File: config.mk
export PLATFORM = sky130hd
export DESIGN_NAME = rom_stream_reader
export DESIGN_NICKNAME = d
export VERILOG_FILES = /design/src/rtl/rom_stream_reader.sv
export SDC_FILE = /design/constraint.sdc
export NUM_CORES = 1
export LEC_CHECK = 0
export CAP_MARGIN = 15
export CORE_ASPECT_RATIO = 0.6
export CORE_MARGIN = 1
export CORE_UTILIZATION = 25
export CTS_BUF_LIST = sky130_fd_sc_hd__clkbuf_16
export DETAILED_ROUTE_END_ITERATION = 10
export PLACE_DENSITY_LB_ADDON = 0.15
export SETUP_SLACK_MARGIN = 0.15
export SYNTH_ARGS = -nofsm -noshare
export SYNTH_HDL_FRONTEND = slang
export SYNTH_SLANG_ARGS = --single-unit
File: constraint.sdc
create_clock -name in_clk -period 3.8 [get_ports in_clk]
set_input_delay 0.95 -clock in_clk [delete_from_list [all_inputs] [get_ports in_clk]]
set_output_delay 0.95 -clock in_clk [all_outputs]
set_load 0.05 [all_outputs]
File: src/rtl/rom_stream_reader.sv
// Reads a contiguous, wrapping ROM address range and streams the returned bytes
// over valid/ready, absorbing the ROM's one-cycle registered read latency.
module rom_stream_reader #(
    parameter int ROM_ADDR_WIDTH = 8,
    parameter int ROM_DATA_WIDTH = 8,
    parameter int FIFO_DEPTH     = 4
) (
    input  logic                      in_clk,
    input  logic                      in_rst_n,
    input  logic                      in_start,
    input  logic [ROM_ADDR_WIDTH-1:0] in_base_addr,
    input  logic [ROM_ADDR_WIDTH:0]   in_length,
    input  logic                      in_abort,
    output logic [ROM_ADDR_WIDTH-1:0] out_rom_addr,
    input  logic [ROM_DATA_WIDTH-1:0] in_rom_data,
    output logic [ROM_DATA_WIDTH-1:0] out_data,
    output logic                      out_valid,
    output logic                      out_last,
    input  logic                      in_ready,
    output logic                      out_busy,
    output logic                      out_done
);

    localparam int PTR_W = $clog2(FIFO_DEPTH);
    localparam int CNT_W = PTR_W + 1;
    localparam int LEN_W = ROM_ADDR_WIDTH + 1;
    localparam logic [CNT_W:0]          DEPTH_C  = (CNT_W + 1)'(FIFO_DEPTH);
    localparam logic [LEN_W-1:0]        LEN_ONE  = {{(LEN_W-1){1'b0}}, 1'b1};
    localparam logic [ROM_ADDR_WIDTH-1:0] ADDR_ONE = {{(ROM_ADDR_WIDTH-1){1'b0}}, 1'b1};
    localparam logic [PTR_W-1:0]        PTR_ONE  = {{(PTR_W-1){1'b0}}, 1'b1};

    typedef enum logic [1:0] {
        IDLE  = 2'd0,
        RUN   = 2'd1,
        DRAIN = 2'd2
    } state_t;

    state_t                    state_r;
    state_t                    state_next_s;
    logic [ROM_ADDR_WIDTH-1:0] next_addr_r;
    logic [ROM_ADDR_WIDTH-1:0] rom_addr_r;
    logic [LEN_W-1:0]          issue_left_r;
    logic [LEN_W-1:0]          pop_left_r;
    logic                      rd1_r;
    logic                      rd2_r;
    logic [ROM_DATA_WIDTH-1:0] mem_r [FIFO_DEPTH];
    logic [PTR_W-1:0]          wr_ptr_r;
    logic [PTR_W-1:0]          rd_ptr_r;
    logic [CNT_W-1:0]          count_r;
    logic                      busy_r;
    logic                      done_r;

    logic                      active_s;
    logic                      valid_s;
    logic                      pop_s;
    logic                      push_s;
    logic                      last_s;
    logic                      issue_s;
    logic                      start_s;
    logic                      abort_s;
    logic                      complete_s;
    logic [CNT_W:0]            occ_s;

    // Handshake, credit and command decode from registered state
    always_comb begin
        active_s   = (state_r != IDLE);
        valid_s    = active_s && (count_r != '0);
        pop_s      = valid_s && in_ready;
        push_s     = rd2_r;
        last_s     = valid_s && (pop_left_r == LEN_ONE);
        complete_s = pop_s && last_s;
        start_s    = (state_r == IDLE) && in_start && !in_abort;
        abort_s    = active_s && in_abort;
        // Credit counts both FIFO entries and reads still in the ROM pipeline
        occ_s      = {1'b0, count_r} + {{CNT_W{1'b0}}, rd1_r} + {{CNT_W{1'b0}}, rd2_r};
        issue_s    = (state_r == RUN) && (issue_left_r != '0) && (occ_s < DEPTH_C);
    end

    // Next-state logic
    always_comb begin
        state_next_s = state_r;
        case (state_r)
            IDLE: begin
                if (start_s && (in_length != '0)) begin
                    state_next_s = RUN;
                end else begin
                    state_next_s = IDLE;
                end
            end
            RUN: begin
                if (abort_s) begin
                    state_next_s = IDLE;
                end else if (issue_s && (issue_left_r == LEN_ONE)) begin
                    state_next_s = DRAIN;
                end else begin
                    state_next_s = RUN;
                end
            end
            DRAIN: begin
                if (abort_s || complete_s) begin
                    state_next_s = IDLE;
                end else begin
                    state_next_s = DRAIN;
                end
            end
            default: state_next_s = IDLE;
        endcase
    end

    // State register
    always_ff @(posedge in_clk or negedge in_rst_n) begin
        if (!in_rst_n) begin
            state_r <= IDLE;
        end else begin
            state_r <= state_next_s;
        end
    end

    // Address issue, read pipeline, FIFO and status datapath
    always_ff @(posedge in_clk or negedge in_rst_n) begin
        if (!in_rst_n) begin
            next_addr_r  <= '0;
            rom_addr_r   <= '0;
            issue_left_r <= '0;
            pop_left_r   <= '0;
            rd1_r        <= 1'b0;
            rd2_r        <= 1'b0;
            wr_ptr_r     <= '0;
            rd_ptr_r     <= '0;
            count_r      <= '0;
            busy_r       <= 1'b0;
            done_r       <= 1'b0;
            for (int i = 0; i < FIFO_DEPTH; i++) begin
                mem_r[i] <= '0;
            end
        end else begin
            done_r <= 1'b0;
            if (abort_s) begin
                // Clearing the pipeline flags drops any ROM return still on its way
                rd1_r    <= 1'b0;
                rd2_r    <= 1'b0;
                wr_ptr_r <= '0;
                rd_ptr_r <= '0;
                count_r  <= '0;
                busy_r   <= 1'b0;
            end else begin
                if (start_s) begin
                    next_addr_r  <= in_base_addr;
                    issue_left_r <= in_length;
                    pop_left_r   <= in_length;
                    busy_r       <= (in_length != '0);
                    done_r       <= (in_length == '0);
                end
                if (issue_s) begin
                    rom_addr_r   <= next_addr_r;
                    next_addr_r  <= next_addr_r + ADDR_ONE;
                    issue_left_r <= issue_left_r - LEN_ONE;
                end
                rd1_r <= issue_s;
                rd2_r <= rd1_r;
                if (push_s) begin
                    mem_r[wr_ptr_r] <= in_rom_data;
                    wr_ptr_r        <= wr_ptr_r + PTR_ONE;
                end
                if (pop_s) begin
                    rd_ptr_r   <= rd_ptr_r + PTR_ONE;
                    pop_left_r <= pop_left_r - LEN_ONE;
                end
                count_r <= count_r + CNT_W'(push_s) - CNT_W'(pop_s);
                if (complete_s) begin
                    busy_r <= 1'b0;
                    done_r <= 1'b1;
                end
            end
        end
    end

    assign out_rom_addr = rom_addr_r;
    assign out_valid    = valid_s;
    assign out_last     = last_s;
    assign out_data     = valid_s ? mem_r[rd_ptr_r] : '0;
    assign out_busy     = busy_r;
    assign out_done     = done_r;

endmodule
==> metrics.txt <==
status=complete, no violations; TNS Setup=0 ns; CTS H-tree lvls=3; Lkg Pwr=2.23 nW; Setup Viol. Count Final=0; Hold Vio Cnt, Final=0; most common cell in the netlist=dfrtp_1; Max VDD drop=0.205 mV; YS warnings=0; worst path arrival time=2.51 ns; GP Congestion=between 0.7 and 0.8; Synth area leader=dfrtp_1; Comb pwr share=36.6%; Syn Inst Count=363; Worst Skew=0.00937 ns; Worst Path Buf+Inv=3; DRT Wirelength=10.4 mm; family with the most delay on the worst path=buffers and inverters; CTS root buffer=clkbuf_16; part of the power in the clock network=about a quarter; Area Overhead vs Synth=27.0%; Die ar.=about 0.017 sq mm; Setup crit start kind=register; largest net degree at the start of global routing=80; Seq/Total Area, Yosys=47.3%; Skew-Pair Late Insertion Delay=~0.34 ns; hold crit path type=register to register; top cells by area, synth=dfrtp_1 (47%), mux2_2 (11%), mux4_2 (4.3%); # fillers=1666; Final Slew Violations=0; Starting Density=between 20% and 30%; WHS=between 0.4 and 0.5 ns; Slowest Stage Delay on Critical Path=0.70 ns; post-detailed-placement half-perimeter wirelength=7.41 mm; core area=approximately 0.016 sq mm; drt wl/cell=16.0 um; reported net switching power=1.38 mW; slew margin rel.=48.7%; sequential cell area=between 0.0015 and 0.002 sq mm; DRC=0; GR Overflow Total=0; Antenna Violating Nets Remaining=0; sequential share of power=a little under two fifths; ys async rst share=100%; area occupied by multi-input gates=0.00206 sq mm; Power Dens Cells=738 mW/mm^2; GRT Total Usage=13.2%; vias in the first global route=2965; max cap viols=0; unrepaired setup endpoints after global routing=false; Worst EP required=2.85 ns; antenna violations before repair=0; Num CTS Buffers=9; Port Buffer Count=49; Cell Area, Synth=0.00418 sq mm; Worst Tran Pin Value=approximately 0.76 ns; Reg clk slew, reported paths=0.06 ns; CTS sink count=79; period utilization=between 90% and 100%; First DRT Iteration DRCs=193; Synth top cells by count=dfrtp_1 (79), mux2_2 (40), nor2_1 (29); num ports=50; first-pass GRT wire length=17.0 mm; CTS tree=yes; drt pass-1 iters=4; # diodes=0; number of synthesized flops with an enable pin=0; Sw Share=35.1%; via/cell ratio=4.66; Avg Inst Size Synth=11.5 sq um; f_max=289 MHz; syn nets=408; Synth cell types=64; Die Height=102 um; fin nets=about 470; worst-path cell chain=o32ai_1 > buf_4 > inv_1 > and2_1 > clkdlybuf4s50_1; num rows=36; clock buffer depth=2; area share of the largest cell type after synthesis=47.3%; Tmin final=3.46 ns; Die X=169 um; postcts setup bufs=0; CP Capture Type=primary output; layout cell share with drive strength beyond 1=23.8%; P_int=2.54 mW; maximum fanout along the worst path=10; Synth Flop Type=dfrtp_1; Worst Path Class, Setup=register to primary output; flops & latches, synth=79; CP max stage cell=clkdlybuf4s50_1; Vias=roughly 3000
[cell usage in the layout (no fill, tap or decap), types with 3 or more instances in the layout]
cell / netlist / layout
nand2_1: 19 / 19
buf_4: 1 / 12
dfrtp_1: 79 / 79
nand2b_1: 5 / 5
and2_1: 12 / 12
clkbuf_16: 0 / 9
nand3_1: 12 / 12
inv_1: 13 / 14
mux2_2: 40 / 40
ha_1: 14 / 14
bufinv_16: 0 / 3
mux4_2: 8 / 8
mux2i_1: 6 / 6
nor3_1: 7 / 7
o221a_2: 11 / 11
nor4_1: 4 / 4
nor2_1: 29 / 29
nand4_1: 4 / 4
o21ai_0: 15 / 14
and3_1: 3 / 3
a21oi_1: 14 / 14
xnor2_1: 3 / 3
clkdlybuf4s50_1: 0 / 47
[final cells by class]
cell class | instances | share of cell area (%)
Inverter | 14 | 0.990
Tap cell | 228 | 5.37
Timing Repair Buffer | 61 | 11.2
Clock inverter | 7 | 2.12
Clock buffer | 9 | 4.24
Multi-Input combinational cell | 255 | 38.8
Sequential cell | 79 | 37.2
[cells by family (layout without fill, tap and decap cells)]
family	Yosys count	in the layout	synth area share, %
AOI/OAI and AO/OA	66	66	11.9
xor gates and xnor gates	4	4	0.838
adders and majority gates	15	15	4.67
buffers and inverters	29	91	3.38
DFF	79	79	47.3
muxes	54	54	16.5
and+or+nand+nor	116	116	15.4
[final timing paths]
path,start,end,slack (ns),depth (start not counted)
min,rd1_r,push_s,0.48,1
max,count_r[1],out_data[0],0.34,5
max reg2reg,count_r[1],count_r[2],0.86,12
min reg2reg,rd1_r,push_s,0.48,1
max in group asynchronous,in_rst_n,next_addr_r[6],2.58,2
min in group asynchronous,in_rst_n,mem_r[30],0.60,1
[layer usage]
layer | GRT usage, % | part of all wire [%] | vias up
li1 | - | - | 1448
met1 | 20.2 | 53 | 1518
met2 | 17.7 | 40 | 66
met3 | 3.56 | 5.4 | 12
met4 | 3.50 | 1.0 | 0
met5 | 0 | 0 | -
[flip-flops by register name, indices dropped and copies added (netlist names)]
signal and flops:
count_r 3, issue_left_r 9, mem_r 32, next_addr_r 8, out_busy 1, out_done 1
out_rom_addr 8, pop_left_r 9, push_s 1, rd1_r 1, rd_ptr_r 2, state_r 2
wr_ptr_r 2
[power by group through the flow]
stage | registers, mW | logic (mW) | clock network, mW
CTS | 1.51 | 1.45 | 1.01
floorplan | 1.56 | 0.962 | 0
detailed placement | 1.52 | 1.44 | 0
finish | 1.50 | 1.43 | 0.982
global route | 1.56 | 1.58 | 1.04
global placement | 1.51 | 1.42 | 0
[repair_timing]
action | 4_1_cts | 5_1_grt
endpoints found under the setup margin | 0 | 1
hold buffers | 0 | 0
resized for setup | 0 | 1
[stage by stage]
| stage | instance area, sq um | power [mW] | worst slack (ns) | utilization (%) | cells |
|---|---|---|---|---|---|
| after global routing | 5310 | 4.18 | 0.225 | 32.6 | 653 |
| final | 5310 | 3.92 | 0.338 | 32.6 | 653 |
| after CTS | 5290 | 3.97 | 0.181 | 32.4 | 652 |
| after floorplan | 4180 | 2.52 | 0.898 | - | 363 |
| after global placement | 4950 | 2.93 | 0.589 | 30.3 | 636 |
| after detailed placement | 4950 | 2.96 | 0.567 | 30.3 | 636 |
(Power assumes the default switching activity.)
